### src/rtl/sdram_pkg.sv
`default_nettype none
// ============================================================================
//  Module   : sdram_pkg
//  Brief    : Shared types and constants for the SDRAM arbiter slice:
//             arbiter FSM state encoding, grant type, refresh period and the
//             saturating pending-refresh update.
//  Revision : 1.0  initial release
// ============================================================================
package sdram_pkg;

  // Refresh interval in microseconds
  localparam int REFRESH_US = 15;

  typedef enum logic [1:0] {
    ARB_IDLE      = 2'd0,
    ARB_ISSUE     = 2'd1,
    ARB_WAIT_BUSY = 2'd2,
    ARB_WAIT_DONE = 2'd3
  } arb_state_e;

  typedef enum logic [1:0] {
    GNT_NONE = 2'd0,
    GNT_P0   = 2'd1,
    GNT_P1   = 2'd2,
    GNT_REF  = 2'd3
  } gnt_e;

  // Pending-refresh count update: saturates at 3, never underflows, and an
  // increment coinciding with a decrement leaves the count unchanged.
  function automatic logic [1:0] pending_next(input logic [1:0] cur,
                                              input logic       inc,
                                              input logic       dec);
    logic [1:0] nxt;
    nxt = cur;
    if (inc && !dec && (cur != 2'd3)) begin
      nxt = cur + 2'd1;
    end else if (dec && !inc && (cur != 2'd0)) begin
      nxt = cur - 2'd1;
    end
    return nxt;
  endfunction

endpackage
`default_nettype wire

### src/rtl/sdram_refresh_timer.sv
`default_nettype none
// ============================================================================
//  Module   : sdram_refresh_timer
//  Brief    : Free-running refresh down-counter. Each expiry reloads the
//             counter and adds one to a 2-bit saturating pending count; the
//             arbiter consumes pending refreshes through I_dec.
//  Revision : 1.0  initial release
// ============================================================================
module sdram_refresh_timer
  import sdram_pkg::*;
#(
  parameter int REFRESH_CYCLES = 720
) (
  input  logic       I_clk,
  input  logic       I_rst_n,
  input  logic       I_dec,
  output logic [1:0] O_pending
);

  localparam int               CNT_W  = (REFRESH_CYCLES > 1) ? $clog2(REFRESH_CYCLES) : 1;
  localparam logic [CNT_W-1:0] RELOAD = CNT_W'(REFRESH_CYCLES - 1);

  logic [CNT_W-1:0] cnt_q, cnt_d;
  logic [1:0]       pending_q, pending_d;
  logic             expire;

  // Count down, reload at zero and account the expiry in the pending count
  always_comb begin
    expire    = (cnt_q == '0);
    cnt_d     = expire ? RELOAD : (cnt_q - CNT_W'(1));
    pending_d = pending_next(pending_q, expire, I_dec);
  end

  // Timer and pending-count registers
  always_ff @(posedge I_clk or negedge I_rst_n) begin
    if (!I_rst_n) begin
      cnt_q     <= RELOAD;
      pending_q <= 2'd0;
    end else begin
      cnt_q     <= cnt_d;
      pending_q <= pending_d;
    end
  end

  assign O_pending = pending_q;

endmodule
`default_nettype wire

### src/rtl/sdram_arbiter.sv
`default_nettype none
// ============================================================================
//  Module   : sdram_arbiter
//  Brief    : Shares one SDRAM controller between P0 (CPU) and P1 (DMA/video),
//             inserts periodic auto-refresh and sequences single-word
//             read/write commands on the controller's pulse/busy interface.
//             Build option SDRAM_ARB_FIXED_PRIO_EN: P0 always beats P1
//             (default build: round-robin between the two ports).
//  Revision : 1.0  initial release
// ============================================================================
module sdram_arbiter
  import sdram_pkg::*;
#(
  parameter int FREQ           = 48_000_000,
  parameter int REFRESH_CYCLES = FREQ / 1_000_000 * REFRESH_US,
  parameter int ADDR_WIDTH     = 23
) (
  input  logic                  I_clk,
  input  logic                  I_rst_n,
  input  logic                  I_p0_req,
  input  logic                  I_p0_we,
  input  logic [ADDR_WIDTH-1:0] I_p0_addr,
  input  logic [31:0]           I_p0_wdata,
  output logic [31:0]           O_p0_rdata,
  output logic                  O_p0_done,
  input  logic                  I_p1_req,
  input  logic                  I_p1_we,
  input  logic [ADDR_WIDTH-1:0] I_p1_addr,
  input  logic [31:0]           I_p1_wdata,
  output logic [31:0]           O_p1_rdata,
  output logic                  O_p1_done,
  output logic                  O_cmd_read,
  output logic                  O_cmd_write,
  output logic                  O_cmd_refresh,
  output logic [ADDR_WIDTH-1:0] O_address,
  output logic [31:0]           O_data_in,
  input  logic [31:0]           I_data_out,
  input  logic                  I_data_ready,
  input  logic                  I_busy
);

  arb_state_e            state_q, state_d;
  gnt_e                  gnt_q, gnt_d;
  gnt_e                  pick;
  logic                  grant_req;
  logic [1:0]            ref_pending;
  logic                  ref_dec;
  logic [ADDR_WIDTH-1:0] addr_q, addr_d;
  logic [31:0]           wdata_q, wdata_d;
  logic [31:0]           rdata0_q, rdata0_d, rdata1_q, rdata1_d;
  logic                  cmd_read_q, cmd_read_d;
  logic                  cmd_write_q, cmd_write_d;
  logic                  cmd_refresh_q, cmd_refresh_d;
  logic                  done0_q, done0_d, done1_q, done1_d;

  sdram_refresh_timer #(
    .REFRESH_CYCLES (REFRESH_CYCLES)
  ) u_refresh (
    .I_clk     (I_clk),
    .I_rst_n   (I_rst_n),
    .I_dec     (ref_dec),
    .O_pending (ref_pending)
  );

  // A requester is granted only from an idle controller with no refresh owed
  assign grant_req = (state_q == ARB_IDLE) && !I_busy &&
                     (ref_pending == 2'd0) && (pick != GNT_NONE);

`ifdef SDRAM_ARB_FIXED_PRIO_EN
  // Fixed priority: P0 wins whenever it requests
  always_comb begin
    pick = GNT_NONE;
    if (I_p0_req) begin
      pick = GNT_P0;
    end else if (I_p1_req) begin
      pick = GNT_P1;
    end
  end
`else
  logic rr_last_q, rr_last_d;

  // Round-robin: on contention the port not granted last time wins
  always_comb begin
    pick = GNT_NONE;
    if (I_p0_req && I_p1_req) begin
      pick = rr_last_q ? GNT_P0 : GNT_P1;
    end else if (I_p0_req) begin
      pick = GNT_P0;
    end else if (I_p1_req) begin
      pick = GNT_P1;
    end
  end

  // Remember which port received the most recent grant
  always_comb begin
    rr_last_d = rr_last_q;
    if (grant_req) begin
      rr_last_d = (pick == GNT_P1);
    end
  end

  // Round-robin history register; starts as if P1 went last so P0 leads
  always_ff @(posedge I_clk or negedge I_rst_n) begin
    if (!I_rst_n) begin
      rr_last_q <= 1'b1;
    end else begin
      rr_last_q <= rr_last_d;
    end
  end
`endif

  // Arbiter FSM next-state, command sequencing and data capture
  always_comb begin
    state_d       = state_q;
    gnt_d         = gnt_q;
    addr_d        = addr_q;
    wdata_d       = wdata_q;
    rdata0_d      = rdata0_q;
    rdata1_d      = rdata1_q;
    cmd_read_d    = 1'b0;
    cmd_write_d   = 1'b0;
    cmd_refresh_d = 1'b0;
    done0_d       = 1'b0;
    done1_d       = 1'b0;
    ref_dec       = 1'b0;
    case (state_q)
      ARB_IDLE: begin
        if (!I_busy) begin
          if (ref_pending != 2'd0) begin
            gnt_d         = GNT_REF;
            cmd_refresh_d = 1'b1;
            state_d       = ARB_ISSUE;
          end else if (pick == GNT_P0) begin
            gnt_d       = GNT_P0;
            addr_d      = I_p0_addr;
            wdata_d     = I_p0_wdata;
            cmd_write_d = I_p0_we;
            cmd_read_d  = !I_p0_we;
            state_d     = ARB_ISSUE;
          end else if (pick == GNT_P1) begin
            gnt_d       = GNT_P1;
            addr_d      = I_p1_addr;
            wdata_d     = I_p1_wdata;
            cmd_write_d = I_p1_we;
            cmd_read_d  = !I_p1_we;
            state_d     = ARB_ISSUE;
          end
        end
      end
      ARB_ISSUE: begin
        // The command strobe is high during this state only
        ref_dec = (gnt_q == GNT_REF);
        state_d = ARB_WAIT_BUSY;
      end
      ARB_WAIT_BUSY: begin
        if (I_busy) begin
          state_d = ARB_WAIT_DONE;
        end
      end
      ARB_WAIT_DONE: begin
        if (I_data_ready) begin
          if (gnt_q == GNT_P0) rdata0_d = I_data_out;
          if (gnt_q == GNT_P1) rdata1_d = I_data_out;
        end
        if (!I_busy) begin
          done0_d = (gnt_q == GNT_P0);
          done1_d = (gnt_q == GNT_P1);
          gnt_d   = GNT_NONE;
          state_d = ARB_IDLE;
        end
      end
      default: begin
        state_d = ARB_IDLE;
      end
    endcase
  end

  // Arbiter state and output registers
  always_ff @(posedge I_clk or negedge I_rst_n) begin
    if (!I_rst_n) begin
      state_q       <= ARB_IDLE;
      gnt_q         <= GNT_NONE;
      addr_q        <= '0;
      wdata_q       <= '0;
      rdata0_q      <= '0;
      rdata1_q      <= '0;
      cmd_read_q    <= 1'b0;
      cmd_write_q   <= 1'b0;
      cmd_refresh_q <= 1'b0;
      done0_q       <= 1'b0;
      done1_q       <= 1'b0;
    end else begin
      state_q       <= state_d;
      gnt_q         <= gnt_d;
      addr_q        <= addr_d;
      wdata_q       <= wdata_d;
      rdata0_q      <= rdata0_d;
      rdata1_q      <= rdata1_d;
      cmd_read_q    <= cmd_read_d;
      cmd_write_q   <= cmd_write_d;
      cmd_refresh_q <= cmd_refresh_d;
      done0_q       <= done0_d;
      done1_q       <= done1_d;
    end
  end

  assign O_cmd_read    = cmd_read_q;
  assign O_cmd_write   = cmd_write_q;
  assign O_cmd_refresh = cmd_refresh_q;
  assign O_address     = addr_q;
  assign O_data_in     = wdata_q;
  assign O_p0_rdata    = rdata0_q;
  assign O_p1_rdata    = rdata1_q;
  assign O_p0_done     = done0_q;
  assign O_p1_done     = done1_q;

endmodule
`default_nettype wire

### config.mk
export PLATFORM = sky130hd
export DESIGN_NAME = sdram_arbiter
export DESIGN_NICKNAME = d
export VERILOG_FILES = /design/src/rtl/sdram_pkg.sv /design/src/rtl/sdram_refresh_timer.sv /design/src/rtl/sdram_arbiter.sv
export SDC_FILE = /design/constraint.sdc
export NUM_CORES = 1
export LEC_CHECK = 0
export CAP_MARGIN = 5
export CORE_UTILIZATION = 30
export DETAILED_ROUTE_END_ITERATION = 8
export PLACE_DENSITY = 0.71
export SLEW_MARGIN = 20
export SYNTH_ARGS = -nofsm -noshare
export SYNTH_HDL_FRONTEND = slang
export SYNTH_SLANG_ARGS = --single-unit
### constraint.sdc
create_clock -name I_clk -period 2.3 [get_ports I_clk]
set_input_delay 0.46 -clock I_clk [delete_from_list [all_inputs] [get_ports I_clk]]
set_output_delay 0.46 -clock I_clk [all_outputs]
set_load 0.02 [all_outputs]
Word-level counts from Yosys, hierarchy flattened
Cells that the tools add are included.
W data, S select, Z words.
{"block": "totals", "output_inout_bits": 124, "ff_bits": 141, "inputBits": 150}
{"block": "op_classes", "add_sub_neg": 3, "n_reduce_logical": 26, "eq_ne": 13, "n_bitwise": 2, "muxes": 41}
{"operator": "$mux W32", "count": 2}
{"operator": "$mux W23", "count": 2}
{"operator": "$mux W2", "count": 16}
{"operator": "$mux W1", "count": 18}
{"operator": "$reduce_and A4 Y1", "count": 3}
{"operator": "$eq A2 B2 Y1 const B", "count": 5}
{"operator": "$logic_not A10 Y1", "count": 1}
{"operator": "$mux W10", "count": 1}
{"operator": "$reduce_bool A2 Y1", "count": 5}
{"operator": "$sub A10 B1 Y10 const B", "count": 1}
{"operator": "$logic_and A1 B1 Y1", "count": 8}
{"operator": "$ne A2 B2 Y1 const B", "count": 4}
{"operator": "$pmux W2 S4", "count": 1}
{"operator": "$eq A2 B1 Y1 const B", "count": 3}
{"operator": "$reduce_and A3 Y1", "count": 2}
{"operator": "$logic_not A1 Y1", "count": 5}
{"operator": "$logic_not A2 Y1", "count": 2}
{"operator": "$ne A4 B1 Y1 const B", "count": 1}
{"operator": "$pmux W2 S2", "count": 1}
{"operator": "$add A2 B1 Y2 const B", "count": 1}
{"operator": "$not A1 Y1", "count": 2}
{"operator": "$sub A2 B1 Y2 const B", "count": 1}

Logic depth before layout (Yosys ltp)
Gate-level depths: netlist of run 1.
{"block": "logic_depth", "depth_word": 9, "mapped_depth": 8, "ltp_nobuf": 6}

Modules after synthesis
A second synthesis of run 1 with hierarchy kept.
{"block": "hier_totals", "cells_unflattened": 491, "area_unflattened_um2": 5926.9}
{"mod": "sdram_arbiter", "instances": 1, "area_per_inst_um2": 5330.1, "cells_each": 430}
{"mod": "sdram_refresh_timer", "instances": 1, "area_per_inst_um2": 596.8, "cells_each": 61}

Worst setup path after synthesis of run 1
OpenSTA, ideal clock, no wires.
{"block": "synth_path", "path_kind": "register to register", "from": "reg state_q[0]", "to": "reg wdata_q[0], in the netlist O_data_in[0]", "path_buffers": 2, "setup_slack_ps": 591, "arrival_time_ps": 1577, "synth_period_minus_slack_ps": 1709, "t_required_ps": 2168, "stages_incl_launch_ff": 9, "cell_sequence": "dfrtp_1 > inv_1 > ha_1 > nor4b_2 > o21ai_1 > buf_2 > clkbuf_1 > nand2_1 > o21ai_1"}
{"block": "synth_via", "elab_chain_cells": 2}
{"item": "from (decl)", "line_no": "sdram_arbiter.sv:42", "text": "arb_state_e state_q, state_d;"}
{"item": "from (signal assigned)", "line_no": "sdram_arbiter.sv:193", "text": "state_q <= state_d;"}
{"item": "$logic_not A2 Y1", "line_no": "sdram_arbiter.sv:126", "text": "case (state_q)"}
{"item": "$reduce_and A4 Y1 (no source line)"}
{"item": "to (signal assigned)", "line_no": "sdram_arbiter.sv:196", "text": "wdata_q <= wdata_d;"}
{"item": "to (decl)", "line_no": "sdram_arbiter.sv:49", "text": "logic [31:0] wdata_q, wdata_d;"}
Every way passes these cells.
A chain may end at the register's enable or synchronous reset.

Final worst setup path of run 1
{"block": "layout_path", "from": "reg wdata_q[2], in the netlist O_data_in[2]", "to": "out O_data_in[2]"}
{"item": "to (decl)", "line_no": "sdram_arbiter.sv:36", "text": "output logic [31:0] O_data_in,"}
No word-level cell between the ends.

==> flow_summary.rst, run 1 <==
.. list-table::
   :header-rows: 1

   * - Metric
     - Value
   * - Power density cells
     - approximately 1300 nW/um^2
   * - Mean post-synth cell area
     - 12.4 sq um
   * - Number of buffers added to fix hold violations after cts
     - 1
   * - Clock transition at the registers of the reported paths
     - approximately 70 ps
   * - Crit path DAT
     - 1410 ps
   * - Final Setup Violations
     - 0
   * - Top FF cell, synth
     - sky130_fd_sc_hd__dfrtp_1
   * - Number of global-route vias before repair
     - between 4,000 and 5,000
   * - Worst Setup SP
     - O_data_in[2]
   * - Count of distinct cell types in the synthesized netlist
     - 43
   * - Total gr overflow
     - 0
   * - Family with the most delay on the worst path
     - buffers and inverters
   * - Cell Rows
     - 51
   * - Final Net Count
     - between 900 and 1,000
   * - Number of cells in the design after placement
     - 1,013
   * - Standby leakage power
     - around 4.3 nW
   * - Number of DRC markers after the initial detailed-route iteration
     - 126
   * - Area of the mapped netlist
     - roughly 6000 sq um
   * - CTS tree
     - yes
   * - Buffer levels on the longest clock path
     - 2
   * - Actual transition at the worst max-transition pin
     - 516 ps
   * - Detailed-routing iteration count for the pre-antenna-repair pass
     - 4
   * - Initial core utilization
     - between 30% and 40%
   * - Syn Inst Count
     - 487
   * - Outcome
     - finished, final reports clean
   * - Residual antenna-violating net count after detailed routing
     - 0
   * - Hold violation total from the final report
     - 0
   * - Type of the tightest min-delay check
     - flip-flop to flip-flop
   * - Clk sink count
     - approximately 140
   * - Crit path buf inv count
     - 1
   * - Startpoint-to-endpoint class of the critical path
     - flip-flop to output port
   * - Overall Global Routing Usage
     - 15.3%
   * - DRC errors left
     - 0
   * - FFs w/ async S/R, synth
     - 100%
   * - Sequential area share after synthesis
     - 58.6%
   * - Worst path max stage delay
     - 650 ps
   * - Max FO, Critical Path
     - 2
   * - VDD IR-drop max
     - 0.460 mV
   * - Final Power
     - 0.0125 W
   * - Maximum Capacitance Violations
     - 0
   * - Post-synthesis register bit count
     - 141
   * - Wire length of the first global-routing pass
     - 24.4 mm
   * - Root Driver
     - sky130_fd_sc_hd__clkbuf_16
   * - Average wire length per cell after detail routing
     - 14.7 microns
   * - Layout area overhead
     - 62.9%
   * - Number of buffer cells added on primary ports
     - 273
   * - Max layer used
     - met4
   * - Dominant cell type by area after synthesis
     - sky130_fd_sc_hd__dfrtp_1
   * - Setup repair after global routing missed its margin
     - false
   * - Final GP Congestion
     - 0.761
   * - Net count of the mapped netlist
     - around 640
   * - Maximum level of the CTS H-tree
     - 4
   * - Tightest hold margin
     - ~470 ps
   * - Clk_skew
     - 7.99 ps
   * - Io pins
     - 274
   * - Number of synthesized flops with an enable pin
     - 0
   * - Critical path startpoint category
     - flip-flop
   * - HPWL after DPL
     - 11.6 mm
   * - Met1 layer wirelength in the final routing
     - 6.32 mm
   * - Dominant cells by area after synthesis
     - sky130_fd_sc_hd__dfrtp_1 (55%), sky130_fd_sc_hd__mux2_2 (12%), sky130_fd_sc_hd__mux2i_1 (9.1%), sky130_fd_sc_hd__o21ai_1 (4.9%), sky130_fd_sc_hd__nand2_1 (4.1%)
   * - Routed Wire Length
     - 15.4 mm
   * - Min Clock Period, post-route
     - around 1900 ps
   * - Maximum number of pins on one net before global-route repair
     - 75
   * - Vertical die dimension
     - roughly 140 microns
   * - CP Cell Sequence
     - clkdlybuf4s50_1
   * - Mean number of vias per cell
     - about 4.4
   * - Core region area
     - a little under 20,000 sq um
   * - Non-filler instance count after layout
     - 1,046
   * - Met3 WL post-DR
     - 1.34 mm
   * - Fraction of layout instances using a drive strength above 1
     - 16.4%
   * - Yosys synthesis warning count
     - 0
   * - Setup total negative slack
     - 0 ps
   * - Wire length on met2
     - 7.59 mm
   * - Die Footprint
     - 20,700 sq um
   * - Critical path required time
     - 1840 ps
   * - Number of buffers created by CTS
     - 17
   * - Top cell type's share of synthesized area
     - 55.1%
   * - Max-Slew Margin vs Limit
     - 65.3%
   * - Type of element capturing the critical path
     - output port
   * - Number of vias after detailed routing
     - 4,648
   * - Antenna diode count
     - 0
   * - Setup bufs post-CTS
     - 0
   * - Final worst path period share
     - 81.2%
   * - Die span in x
     - 144 microns
   * - Maximum clock frequency
     - 535 MHz
   * - Cts repair resizes
     - 0
   * - Initial antenna violation count
     - 0
   * - Clock latency on the worst-skew pair
     - 410 ps
   * - Reg-to-Reg Start
     - u_refresh.cnt_q[0]
   * - Number of fill cells
     - 1,801
   * - Slowest stage cell on the critical path
     - sky130_fd_sc_hd__clkdlybuf4s50_1
   * - Worst hold path startpoint
     - u_refresh.cnt_q[0]
   * - Total count of max-transition violations in the final report
     - 0
[where the power goes]
group | switching (W) | internal [W]
clock | 0.00110 | 0.00176
combinational | 0.00267 | 0.00291
sequential | 0.000539 | 0.00355
total | 0.00431 | 0.00822
[flip-flops by register name, summed over array words and instances (netlist names)]
register,count
O_p1_done,1
state_q,2
O_cmd_write,1
gnt_q,2
u_refresh.cnt_q,10
O_data_in,32
u_refresh.O_pending,2
O_cmd_refresh,1
O_address,23
O_p0_done,1
O_p0_rdata,32
rr_last_q,1
O_cmd_read,1
O_p1_rdata,32
[cells by family (layout without fill, tap and decap cells)]
kind of cell	Yosys count	count (layout)	synth area share [%]
DFF	141	141	58.6
muxes	122	122	21.6
and+or+nand+nor	99	99	7.90
AOI/OAI and AO/OA	84	84	7.75
buffers and inverters	33	327	2.51
adders and majority gates	7	7	1.45
xor gates and xnor gates	1	1	0.145
[layout make-up]
type,count,area (sq um),share of cell area [%]
timing repair buffer,289,2960,30.1
clock buffer,19,443,4.51
inverter,6,22.5,0.229
tap,265,332,3.37
clock inverter,13,179,1.82
sequential,141,3540,36.0
multi-input combinational,313,2360,24.0
[metal layers]
metal,up-vias,GRT usage [%]
li1,2283,-
met1,2192,18.4
met2,163,25.3
met3,10,6.16
met4,0,4.14
met5,-,0
[cell usage in the layout (no fill, tap or decap), drive strengths merged, types with 2 or more instances in the layout]
| cell | Yosys | layout |
|---|---|---|
| nor3 | 5 | 5 |
| clkdlybuf4s50 | 0 | 272 |
| a21o | 3 | 3 |
| ha | 7 | 7 |
| o21ai | 61 | 61 |
| dfstp | 8 | 8 |
| and2 | 2 | 2 |
| nor2b | 2 | 2 |
| dfrtp | 133 | 133 |
| nor4bb | 2 | 2 |
| clkbuf | 10 | 19 |
| inv | 6 | 11 |
| nand2 | 66 | 66 |
| nand3 | 2 | 2 |
| nand4b | 3 | 3 |
| bufinv | 0 | 3 |
| mux2i | 55 | 55 |
| mux2 | 67 | 67 |
| a31oi | 3 | 3 |
| clkinv | 0 | 4 |
| nor2 | 8 | 8 |
| buf | 17 | 16 |
| a21oi | 8 | 8 |
| nor3b | 3 | 3 |
[per-stage QoR]
step	utilization [%]	setup slack [ps]	instance area, sq um
finish	50.2	432	9830
global route	50.2	363	9830
floorplan	-	591	6040
CTS	50.2	393	9830
global placement	47.0	180	9200
detailed placement	47.0	152	9200
[cell usage after synthesis, types with 2 or more instances]
library cell / count
sky130_fd_sc_hd__dfrtp_1: 133
sky130_fd_sc_hd__nand2_1: 66
sky130_fd_sc_hd__mux2_2: 64
sky130_fd_sc_hd__o21ai_1: 59
sky130_fd_sc_hd__mux2i_1: 55
sky130_fd_sc_hd__buf_2: 16
sky130_fd_sc_hd__clkbuf_1: 10
sky130_fd_sc_hd__dfstp_2: 8
sky130_fd_sc_hd__ha_1: 7
sky130_fd_sc_hd__nor2_1: 7
sky130_fd_sc_hd__a21oi_1: 6
sky130_fd_sc_hd__inv_1: 6
sky130_fd_sc_hd__nor3_1: 4
sky130_fd_sc_hd__a21o_1: 3
sky130_fd_sc_hd__a31oi_1: 3
sky130_fd_sc_hd__mux2_1: 3
sky130_fd_sc_hd__nand4b_1: 3
sky130_fd_sc_hd__nor3b_1: 3
sky130_fd_sc_hd__a21oi_2: 2
sky130_fd_sc_hd__and2_1: 2
sky130_fd_sc_hd__nand3_1: 2
sky130_fd_sc_hd__nor2b_1: 2
sky130_fd_sc_hd__nor4bb_1: 2
sky130_fd_sc_hd__o21ai_0: 2
[worst paths after layout]
kind	slack, ps	cells past startpoint	end
max	430	1	O_data_in[2]
max in group asynchronous	1080	3	O_data_in[7]
min reg2reg	470	1	u_refresh.cnt_q[0]
max reg2reg	530	6	u_refresh.cnt_q[5]
min in group asynchronous	560	2	O_address[14]
min	470	1	u_refresh.cnt_q[0]
Note: power is estimated with default switching activity, not from simulation.
==> run 2, diff against run 1 <==
--- a/config.mk
+++ b/config.mk
@@ -8,7 +8,7 @@
 export CAP_MARGIN = 5
 export CORE_UTILIZATION = 30
 export DETAILED_ROUTE_END_ITERATION = 8
-export PLACE_DENSITY = 0.71
+export PLACE_DENSITY = 0.73
 export SLEW_MARGIN = 20
 export SYNTH_ARGS = -nofsm -noshare
 export SYNTH_HDL_FRONTEND = slang
==> constraint.sdc (replaced) <==
create_clock -name I_clk -period 1.6 [get_ports I_clk]
set_input_delay 0.32 -clock I_clk [delete_from_list [all_inputs] [get_ports I_clk]]
set_output_delay 0.32 -clock I_clk [all_outputs]
set_load 0.02 [all_outputs]
==> run 2 against run 1 <==
  * The flow now finishes with violations (negative setup slack)
  * Clock power up 38%
  * Count of clock-buffer cells in the layout fell by 2
  * Sequential share of layout area shrank 3.9 points
  * Critical path depth rose by 7
  * Worst setup slack got worse by 530 ps
  * Via count is 10% higher
  * Largest cell class unchanged
  * Flip-flop and latch count did not move
  * First-iteration DRC count rose by 70%
  * Highest routed layer unchanged
  * Global-route usage is 0.54 points higher
  * Routed wire length up 27%
  * Core utilization increased by 6.2 points
  * Power rose by 53%
==> flow_summary.rst, run 2 (synthesis gave the netlist of run 1 again) <==
.. list-table::
   :header-rows: 1

   * - Metric
     - Value
   * - Number of buffer cells added on primary ports
     - 273 (unchanged)
   * - Net switching power
     - 0.00721 W (+67%)
   * - Number of vias after detailed routing
     - 5,116 (+10%)
   * - Average wire length per cell after detail routing
     - 17.7 microns (+20%)
   * - Number of fill cells
     - 1,621 (-10%)
   * - Worst path max stage delay
     - 450 ps (-200 ps)
   * - Overall Global Routing Usage
     - 15.9% (+0.54 points)
   * - Internal power
     - 0.0119 W (+45%)
   * - Core region area
     - 19,600 sq um (unchanged)
   * - Clock transition at the registers of the reported paths
     - 70 ps (about the same)
   * - Maximum Capacitance Violations
     - 0 (unchanged)
   * - Buffer levels on the longest clock path
     - 2 (unchanged)
   * - Die Footprint
     - 20,700 sq um (unchanged)
   * - CTS tree
     - yes
   * - Final worst path period share
     - 106%
   * - DRC errors left
     - 0 (unchanged)
   * - Layout area overhead
     - 82.9%
   * - Type of element capturing the critical path
     - flip-flop
   * - Initial antenna violation count
     - 1 (+1)
   * - Portion of total power attributed to the clock network
     - 20.7% (-2.2 points)
   * - Sw Ratio
     - 37.7% (+3.2 points)
   * - Wire length of the first global-routing pass
     - 24.9 mm (+2.0%)
   * - Fraction of the core area covered by cells at the end of the flow
     - 56.3% (+6.2 points)
   * - Summed area of non-filler cells in the final layout
     - 11,000 sq um (+12%)
   * - Hold violation total from the final report
     - 0 (unchanged)
   * - Leading cell type in the layout, fill and taps excluded
     - sky130_fd_sc_hd__clkdlybuf4s50_1
   * - Setup total negative slack
     - -4620 ps (-4620 ps)
   * - Initial core utilization
     - 30.8% (unchanged)
   * - Clock latency on the worst-skew pair
     - 420 ps (about the same)
   * - Final Net Count
     - 981 (+6.1%)
   * - Slowest stage cell on the critical path
     - sky130_fd_sc_hd__dfrtp_2
   * - Outcome
     - complete, but fails checks
   * - Combinational share of power
     - 47.5% (+3.0 points)
   * - Worst Setup SP
     - state_q[0]
   * - Io pins
     - 274 (unchanged)
   * - Mean number of vias per cell
     - 4.64 (+4.4%)
   * - Clk sink count
     - 141 (unchanged)
   * - Crit path DAT
     - 2000 ps (+590 ps)
   * - Number of global-route vias before repair
     - 4,792 (+1.2%)
   * - Register-to-register setup slack
     - -100 ps (-630 ps)
   * - Routed Wire Length
     - 19.5 mm (+27%)
   * - Number of buffers created by CTS
     - 17 (unchanged)
   * - VDD IR-drop max
     - 0.689 mV (+50%)
   * - Total count of max-transition violations in the final report
     - 0 (unchanged)
   * - Placed standard-cell area
     - 9370 sq um (+1.8%)
   * - Number of DRC markers after the initial detailed-route iteration
     - 214 (+70%)
   * - Maximum clock frequency
     - 589 MHz
   * - R2r worst-path depth
     - 8 (+2)
   * - Clk_skew
     - 7.99 ps (+0.000640 ps)
   * - Critical path required time
     - 1900 ps (+60 ps)
   * - Final GP Congestion
     - 0.734 (-3.5%)
   * - Startpoint-to-endpoint class of the critical path
     - flip-flop to flip-flop
   * - Root Driver
     - sky130_fd_sc_hd__clkbuf_16
   * - Detailed-routing iteration count for the pre-antenna-repair pass
     - 4 (unchanged)
   * - Final Setup Violations
     - 88 (+88)
   * - Actual transition at the worst max-transition pin
     - 485 ps (-31.2 ps)
   * - Maximum number of pins on one net before global-route repair
     - 63 (-16%)
   * - Violated checks
     - negative setup slack
   * - Max FO, Critical Path
     - 8 (+6)
   * - Standby leakage power
     - 5.25 nW (+23%)
   * - Vertical die dimension
     - 144 microns (unchanged)
   * - Power density cells
     - 1740 nW/um^2 (+36%)
   * - Total gr overflow
     - 0 (unchanged)
   * - Reg-to-Reg Start
     - state_q[0]
   * - Type of the tightest min-delay check
     - input port to asynchronous set/reset pin
   * - Destination of the worst register-to-register timing path
     - O_data_in[25]
   * - Min Clock Period, post-route
     - 1700 ps
   * - Seq pwr share
     - 31.8% (-0.8 points)
   * - Commonest cells after routing, fill and taps aside
     - sky130_fd_sc_hd__clkdlybuf4s50_1 (148), sky130_fd_sc_hd__dfrtp_1 (131), sky130_fd_sc_hd__dlygate4sd2_1 (124)
   * - Max-Slew Margin vs Limit
     - 67.7% (+2.3 points)
   * - Setup WS post-layout
     - -97.4 ps (-530 ps)
   * - Final Power
     - 0.0192 W (+53%)
   * - Die span in x
     - 144 microns (unchanged)
   * - Critical path startpoint category
     - flip-flop
   * - Maximum level of the CTS H-tree
     - 4 (unchanged)
   * - Cell Rows
     - 51 (unchanged)
   * - Setup repair after global routing missed its margin
     - true
   * - HPWL after DPL
     - 12.0 mm (+2.7%)
   * - Fraction of layout instances using a drive strength above 1
     - 34.5% (+18 points)
   * - CP Cell Sequence
     - inv_2 > ha_4 > nor4b_4 > buf_4 > o21ai_4 > clkbuf_16 > nand2_4 > o21ai_1
   * - Residual antenna-violating net count after detailed routing
     - 0 (unchanged)
   * - Termination of the worst setup path
     - O_data_in[25]
==> run 2: cell count changes in the layout (fill, tap and decap cells not counted), moves of 12 or more <==
| cell | delta |
|---|---|
| sky130_fd_sc_hd__o21ai_1 | -29 |
| sky130_fd_sc_hd__nand2_2 | +22 |
| sky130_fd_sc_hd__nand2_1 | -52 |
| sky130_fd_sc_hd__mux2_2 | -25 |
| sky130_fd_sc_hd__buf_4 | +24 |
| sky130_fd_sc_hd__buf_6 | +12 |
| sky130_fd_sc_hd__mux2_4 | +28 |
| sky130_fd_sc_hd__clkdlybuf4s50_1 | -124 |
| sky130_fd_sc_hd__o21ai_2 | +29 |
| sky130_fd_sc_hd__nand2_4 | +30 |
| sky130_fd_sc_hd__dlygate4sd2_1 | +124 |
==> run 2: area by class of cell <==
cell class                      count  area [sq um]  area share, %
Tap cell                          265           332           3.00
Inverter                            6          22.5          0.204
Sequential cell                   141          3540           32.1
Clock inverter                     15           163           1.47
Timing Repair Buffer              343          3540           32.0
Antenna cell                        1          2.50         0.0227
Multi-Input combinational cell    315          3020           27.3
Clock buffer                       17           425           3.85
==> run 2: stage by stage <==
stage / cells / hold slack (ps) / setup slack [ps]
detailed placement: 1029 / 308 / -429
finish: 1103 / 420 / -97.4
floorplan: 487 / 24.4 / -29.3
global placement: 1029 / 301 / -412
global route: 1103 / 432 / -168
CTS: 1072 / 422 / -129
==> run 2: worst min path at each step <==
stage	to	depth (start not counted)
3_5_place_dp	O_p1_rdata[8]	1
4_1_cts	O_p1_rdata[8]	2
3_3_place_gp	O_p1_rdata[8]	1
2_1_floorplan	O_address[0]	0
6_report	O_p1_rdata[8]	2
5_1_grt	O_p1_rdata[1]	2
==> run 2: timing repair <==
action / in CTS / in global routing
endpoints found under the hold margin: 36 / 0
hold buffers: 1 / 0
buffers inserted: 8 / 12
endpoints found under the setup margin: 155 / 94
gates cloned: 2 / 18
gates resized for setup: 137 / 163
pin swaps: 7 / 69
==> run 2: power groups by stage <==
stage | clock network, W | logic [W] | registers [W]
finish | 0.00396 | 0.00910 | 0.00610
global route | 0.00420 | 0.00966 | 0.00628
CTS | 0.00404 | 0.00743 | 0.00582
detailed placement | 0 | 0.00833 | 0.00592
global placement | 0 | 0.00822 | 0.00586
floorplan | 0 | 0.00232 | 0.00770
==> run 2: layer usage <==
layer  part of all wire [%]  vias to the layer above  track usage, %  wire [microns]
li1                       -                     2410               -               -
met4                    1.9                        0            6.94             363
met1                     41                     2522            18.2            7900
met5                      0                        -               0               0
met3                    5.5                       25            4.90            1070
met2                     52                      159            27.1           10100
==> run 2: worst max-delay path, delay by kind of cell (launching register included) <==
kind                     cells  cell delay (ps)
AND/OR/NAND/NOR              2              290
adder cells (fa/ha/maj)      1              150
buffers and inverters        3              510
flip-flops                   1              450
AO/OA/AOI/OAI                2              200
==> run 3, diff against run 2 <==
--- a/config.mk
+++ b/config.mk
@@ -5,9 +5,11 @@
 export SDC_FILE = /design/constraint.sdc
 export NUM_CORES = 1
 export LEC_CHECK = 0
-export CAP_MARGIN = 5
+export ABC_AREA = 1
+export CAP_MARGIN = 20
 export CORE_UTILIZATION = 30
 export DETAILED_ROUTE_END_ITERATION = 8
+export MAX_ROUTING_LAYER = met4
 export PLACE_DENSITY = 0.73
 export SLEW_MARGIN = 20
 export SYNTH_ARGS = -nofsm -noshare
==> run 3 against run 2 <==
  * The run now ends clean
  * Clock skew increased by 2.6 ps
  * Non-clock buffer count shrank 36
  * Count of clock-buffer cells in the layout grew 5
  * Global-route usage grew 1.9 points
  * Sequential power decreased by 2%
  * Largest power group unchanged
  * Final cell count up 13%
  * Power shrank 6.6%
  * Combinational power down 18%
  * Worst setup slack gained 190 ps
==> flow_summary.rst, run 3 <==
.. list-table::
   :header-rows: 1

   * - Metric
     - Value
   * - Outcome
     - finished, final reports clean
   * - Number of global-route vias before repair
     - 5,434 (+13%)
   * - Maximum Capacitance Violations
     - 0 (unchanged)
   * - Buffer levels on the longest clock path
     - 2 (unchanged)
   * - Final Setup Violations
     - 0 (-100%)
   * - Type of element capturing the critical path
     - flip-flop
   * - Number of cells in the design after placement
     - 1,208 (+17%)
   * - DP Worst Slack
     - -266 ps (+162 ps)
   * - Number of fill cells
     - 1,855 (+14%)
   * - Critical path startpoint category
     - flip-flop
   * - Destination of the worst register-to-register timing path
     - O_data_in[5]
   * - Overall Global Routing Usage
     - 17.8% (+1.9 points)
   * - Max FO, Critical Path
     - 11 (+3)
   * - Final worst path period share
     - 94.1% (-12 points)
   * - Mean post-synth cell area
     - 8.96 sq um (-28%)
   * - Core region area
     - 19,700 sq um (+0.65%)
   * - Clk sink count
     - 141 (unchanged)
   * - Critical path required time
     - 1900 ps (about the same)
   * - Wire length of the first global-routing pass
     - 27.6 mm (+11%)
   * - Worst path max stage delay
     - 370 ps (-80 ps)
   * - Min Clock Period, post-route
     - 1510 ps (-192 ps)
   * - Dominant cells by area after synthesis
     - sky130_fd_sc_hd__dfrtp_1 (55%), sky130_fd_sc_hd__nand2_1 (13%), sky130_fd_sc_hd__o21a_1 (6.8%), sky130_fd_sc_hd__o21ai_0 (6.2%), sky130_fd_sc_hd__nand3_1 (5.7%)
   * - Count of distinct cell types in the synthesized netlist
     - 22 (-49%)
   * - Crit path DAT
     - 1800 ps (-200 ps)
   * - Detailed-routing iteration count for the pre-antenna-repair pass
     - 4 (unchanged)
   * - Die Footprint
     - 20,900 sq um (+1.1%)
   * - Fraction of layout instances using a drive strength above 1
     - 8.14% (-26 points)
   * - Number of vias after detailed routing
     - 5,620 (+9.9%)
   * - Register area
     - 3540 sq um (about the same)
   * - Average wire length per cell after detail routing
     - 14.7 microns (-17%)
   * - Yosys synthesis warning count
     - 0 (unchanged)
   * - Leading cell type in the layout, fill and taps excluded
     - sky130_fd_sc_hd__nand2_1
   * - HPWL after DPL
     - 12.7 mm (+6.0%)
   * - Combined area of the multi-input logic cells
     - 2210 sq um (-27%)
   * - Number of DRC markers after the initial detailed-route iteration
     - 245 (+14%)
   * - Clock latency on the worst-skew pair
     - 410 ps (about the same)
   * - Maximum clock frequency
     - 664 MHz (+13%)
   * - Slowest stage cell on the critical path
     - sky130_fd_sc_hd__dfrtp_1
   * - Top FF cell, synth
     - sky130_fd_sc_hd__dfrtp_1
   * - Routed Wire Length
     - 18.3 mm (-5.9%)
   * - Maximum level of the CTS H-tree
     - 4 (unchanged)
   * - Standby leakage power
     - 4.80 nW (-8.7%)
   * - Initial core utilization
     - 30.9% (+0.14 points)
   * - Syn Inst Count
     - 681 (+40%)
   * - Dominant cell type by area after synthesis
     - sky130_fd_sc_hd__dfrtp_1
   * - Die span in x
     - 145 microns (+0.54%)
   * - Hold violation total from the final report
     - 0 (unchanged)
   * - VDD IR-drop max
     - 0.752 mV (+9.1%)
   * - Number of synthesized flops with an enable pin
     - 0 (unchanged)
   * - Initial antenna violation count
     - 1 (unchanged)
   * - Final GP Congestion
     - 0.830 (+13%)
   * - Clk_skew
     - 10.6 ps (+2.64 ps)
   * - R2r worst-path depth
     - 8 (unchanged)
   * - Vertical die dimension
     - 145 microns (+0.54%)
   * - Actual transition at the worst max-transition pin
     - 361 ps (-123 ps)
   * - Most used standard cells in the synthesized netlist
     - sky130_fd_sc_hd__nand2_1 (206), sky130_fd_sc_hd__dfrtp_1 (133), sky130_fd_sc_hd__o21ai_0 (76)
   * - Reg-to-Reg Start
     - state_q[0]
   * - Net count of the mapped netlist
     - 838 (+30%)
   * - Most common cell in the synthesized netlist
     - sky130_fd_sc_hd__nand2_1
   * - Post-synthesis register bit count
     - 141 (unchanged)
   * - Type of the tightest min-delay check
     - input port to asynchronous set/reset pin
   * - Setup WS post-layout
     - 94.5 ps (+192 ps)
   * - Residual antenna-violating net count after detailed routing
     - 0 (unchanged)
   * - Top cell type's share of synthesized area
     - 54.5% (-0.60 points)
   * - Setup repair after global routing missed its margin
     - false
   * - Sequential area share after synthesis
     - 58.0% (-0.64 points)
   * - DRC errors left
     - 0 (unchanged)
   * - CTS tree
     - yes
   * - Non-filler instance count after layout
     - 1,249 (+13%)
   * - Worst Setup SP
     - state_q[0]
   * - Startpoint-to-endpoint class of the critical path
     - flip-flop to flip-flop
   * - FFs w/ async S/R, synth
     - 100% (unchanged)
   * - Layout area overhead
     - 64.5%
   * - Area of the mapped netlist
     - 6100 sq um (+1.1%)
   * - Maximum number of pins on one net before global-route repair
     - 65 (+3.2%)
   * - CP Cell Sequence
     - inv_1 > ha_4 > nand3_4 > a21oi_4 > buf_6 > clkbuf_16 > nand3_1 > o21a_1
   * - Io pins
     - 274 (unchanged)
   * - Root Driver
     - sky130_fd_sc_hd__clkbuf_16
   * - Number of buffers created by CTS
     - 17 (unchanged)
   * - Final Net Count
     - 1,128 (+15%)
   * - Max-Slew Margin vs Limit
     - 75.9% (+8.2 points)
   * - Register-to-register setup slack
     - 90 ps (+190 ps)
   * - Commonest cells after routing, fill and taps aside
     - sky130_fd_sc_hd__nand2_1 (206), sky130_fd_sc_hd__clkdlybuf4s50_1 (148), sky130_fd_sc_hd__dfrtp_1 (133)
   * - Cell Rows
     - 51 (unchanged)
   * - Total count of max-transition violations in the final report
     - 0 (unchanged)
   * - Total gr overflow
     - 0 (unchanged)
   * - Clock transition at the registers of the reported paths
     - 60 ps (about the same)
   * - Fraction of the core area covered by cells at the end of the flow
     - 50.9% (-5.4 points)
   * - Mean number of vias per cell
     - 4.50 (-3.0%)
   * - Power density cells
     - 1780 nW/um^2 (+2.7%)
   * - Number of buffer cells added on primary ports
     - 273 (unchanged)
[run 3: what timing repair did]
| item | in CTS | in global routing |
|---|---|---|
| hold buffers | 1 | 0 |
| gates cloned | 0 | 5 |
| hold endpoints to repair | 19 | 0 |
| setup buffers | 2 | 1 |
| endpoints found under the setup margin | 144 | 57 |
| gates resized for setup | 124 | 9 |
[run 3: cell families after synthesis]
family	after synthesis	share of synthesized area, %
AOI/OAI and AO/OA	137	13.6
and+or+nand+nor	297	20.2
xor gates and xnor gates	1	0.144
adders and majority gates	7	1.44
buffers and inverters	98	6.60
DFF	141	58.0
[run 3: critical path, delay by kind of cell, from the launching register on]
kind,cells,cell delay (ps)
flops,1,370
buf+inv,3,440
compound gates,2,270
simple gates,2,150
fa+ha+maj,1,160
[run 3: power by group]
| group | switching [W] | leakage (nW) | internal, W |
|---|---|---|---|
| clock network | 0.00152 | 0.313 | 0.00290 |
| logic | 0.00426 | 2.79 | 0.00321 |
| registers | 0.000837 | 1.70 | 0.00516 |
[run 3: final cells by class]
class	instances	share of cell area [%]
sequential	141	35.3
multi-input combinational	442	22.0
antenna	1	0.0249
clock buffer	22	4.72
tap	265	3.30
clock inverter	9	1.82
timing repair buffer	307	30.6
inverter	62	2.32
[run 3: worst max-delay path by stage]
stage,to,slack (ps)
2_1_floorplan,O_address[0],70
3_3_place_gp,O_data_in[9],-260
3_5_place_dp,O_data_in[8],-270
4_1_cts,O_address[15],40
5_1_grt,O_data_in[26],2
6_report,O_data_in[5],90
[run 3: metrics by stage]
step	hold WS, ps	power (W)	instance area, sq um	setup TNS, ps
2_1_floorplan	24.4	0.0100	6100	0
3_3_place_gp	205	0.0143	9340	-12960
3_5_place_dp	211	0.0145	9340	-12890
4_1_cts	330	0.0179	9860	0
5_1_grt	352	0.0190	10000	0
6_report	352	0.0179	10000	0
[run 3: layer usage]
metal  track usage (%)  vias to the layer above  share of wire [%]
li1                  -                     2787                  -
met2              28.8                      155                 50
met1              21.3                     2655                 44
met5                 -                        -                  0
met4              7.59                        0                2.3
met3              4.04                       23                4.4
==> edit (settings of run 3) <==
`ADDR_WIDTH`: 23 -> 31.
--- a/src/rtl/sdram_arbiter.sv
+++ b/src/rtl/sdram_arbiter.sv
@@ -14,5 +14,5 @@
   parameter int FREQ           = 48_000_000,
   parameter int REFRESH_CYCLES = FREQ / 1_000_000 * REFRESH_US,
-  parameter int ADDR_WIDTH     = 23
+  parameter int ADDR_WIDTH     = 31
 ) (
   input  logic                  I_clk,
Interface: changed (resized I_p0_addr, I_p1_addr and O_address); port bits go from 274 to 298. The function was not compared with the original's and may differ.
==> edit against run 3 <==
- final cell count is 18% higher
- clock skew shrank 2.2 ps
- largest power group unchanged
- worst setup slack worse by 72 ps
- hold slack gained 43 ps
- routed wire length rose by 13%
- total power shrank 1.6%
- core utilization is 0.63 points lower
- non-clock buffer count grew 36
- die area increased by 8.5%
- combinational power grew 3.1%
- synthesized area is 8.6% higher
- sequential cell count rose by 8
- design area increased by 9.0%
==> edit: results (changes against run 3) <==
Detailed routing
  – DR vias: 6493 (was 5620)
  – WL final: 20700 um (was 18300 um)
  – Vias/cell: 4.42 (was 4.50)
  – Initial DRC count: 275 (was 245)
  – Pre-antenna DRT Iters: 6 (was 4)

Power
  – LEAKAGE: 5.95 nW (was 4.80 nW)
  – Peak VDD IR: 0.554 mV (was 0.752 mV)

GRT
  – Met3 usage: 0.0467 (was 0.0404)
  – Initial antenna violation count: 0 (was 1)
  – Met1 Usage GRT: 0.211 (was 0.213)
  – Total GRT Usage: 0.170 (was 0.178)
  – Vias in the first global route: 5854 (was 5434)
  – Met2 GRT Util: 0.276 (was 0.288)

Worst setup path
  – Maximum fanout along the worst path: 15 (was 11)
  – Worst EP arrival: 1930 ps (was 1800 ps)
  – Critical path's largest stage delay: 390 ps (was 370 ps)

Layout
  – Layout cells sized above 1: 0.112 (was 0.0814)
  – Layout fillers: 2098 (was 1855)
  – # diodes: 0 (was 1)

Logic synthesis
  – Top post-synthesis cells by area: dfrtp_1 53%, nand2_1 27%, o21ai_0 5.7% (was dfrtp_1 55%, nand2_1 13%, o21a_1 6.8%)
  – Syn nets: 1025 (was 838)
  – Post-Synth Adder-Cell Area: 0.0132 (was 0.0144)
  – Compound-Gate Fraction of Synth Area: 0.0647 (was 0.136)
  – Mapped Cells: 852 (was 681)
  – Top cells by count, synth: 472 x nand2_1, 141 x dfrtp_1, 76 x o21ai_0 (was 206 x nand2_1, 133 x dfrtp_1, 76 x o21ai_0)
  – Post-synthesis sequential area ratio: 0.564 (was 0.580)

Placed design
  – Inst Count DP: 1420 (was 1208)
  – Placer Congestion: 0.769 (was 0.830)
  – HPWL after DPL: 13800 um (was 12700 um)
  – Place WS: -229 ps (was -266 ps)
  – Placed Area: 0.0102 mm2 (was 0.00934 mm2)
  – I/O Buffers: 297 (was 273)

STA
  – Tightest Pin Transition: 385 ps (was 361 ps)

Run status
  – Status: complete, no violations (unchanged)
edit: cell count changes after synthesis, moves of 3 or more:
| cell | delta |
|---|---|
| o21a_1 | -54 |
| nand3_1 | -55 |
| buf_4 | -4 |
| buf_1 | +6 |
| dfrtp_1 | +8 |
| nand2_1 | +266 |
| clkbuf_1 | +3 |
| buf_2 | -3 |
| inv_2 | +3 |
edit: layout make-up:
class	count	area [um2]	area share
Clock buffer	18	439	0.0402
Clock inverter	14	116	0.0106
Inverter	65	246	0.0225
Multi-Input combinational cell	599	2610	0.239
Sequential cell	149	3740	0.342
Tap cell	280	350	0.0320
Timing Repair Buffer	343	3430	0.314
edit: path summary, 6_finish.rpt:
path	start	cells past startpoint	slack, ps	end
setup / recovery	state_q[1]	10	20	O_address[13]
hold / removal	I_rst_n	2	400	O_cmd_refresh
setup reg to reg	state_q[1]	10	20	O_address[13]
hold reg to reg	O_data_in[12]	2	470	O_data_in[12]
max in group asynchronous	I_rst_n	3	650	O_p1_rdata[19]
min in group I_clk	O_data_in[12]	2	470	O_data_in[12]
edit: repair_timing:
action | 4_1_cts | 5_1_grt
hold buffers | 1 | 0
gates resized for setup | 133 | 47
hold endpoints to repair | 31 | 0
gates cloned | 0 | 9
pin swaps | 0 | 24
setup buffers | 0 | 6
setup endpoints to repair | 137 | 68
edit: power by group:
| group | leakage (nW) | internal [W] | switching, W |
|---|---|---|---|
| registers | 1.87 | 0.00530 | 0.000796 |
| logic | 3.80 | 0.00312 | 0.00458 |
| clock network | 0.268 | 0.00207 | 0.00173 |
| total | 5.95 | 0.0105 | 0.00711 |
edit: per-layer routing:
metal	wire, um	vias to the layer above
li1	-	3255
met1	8860	2981
met2	10300	247
met3	1380	10
met4	153	0
met5	0	-
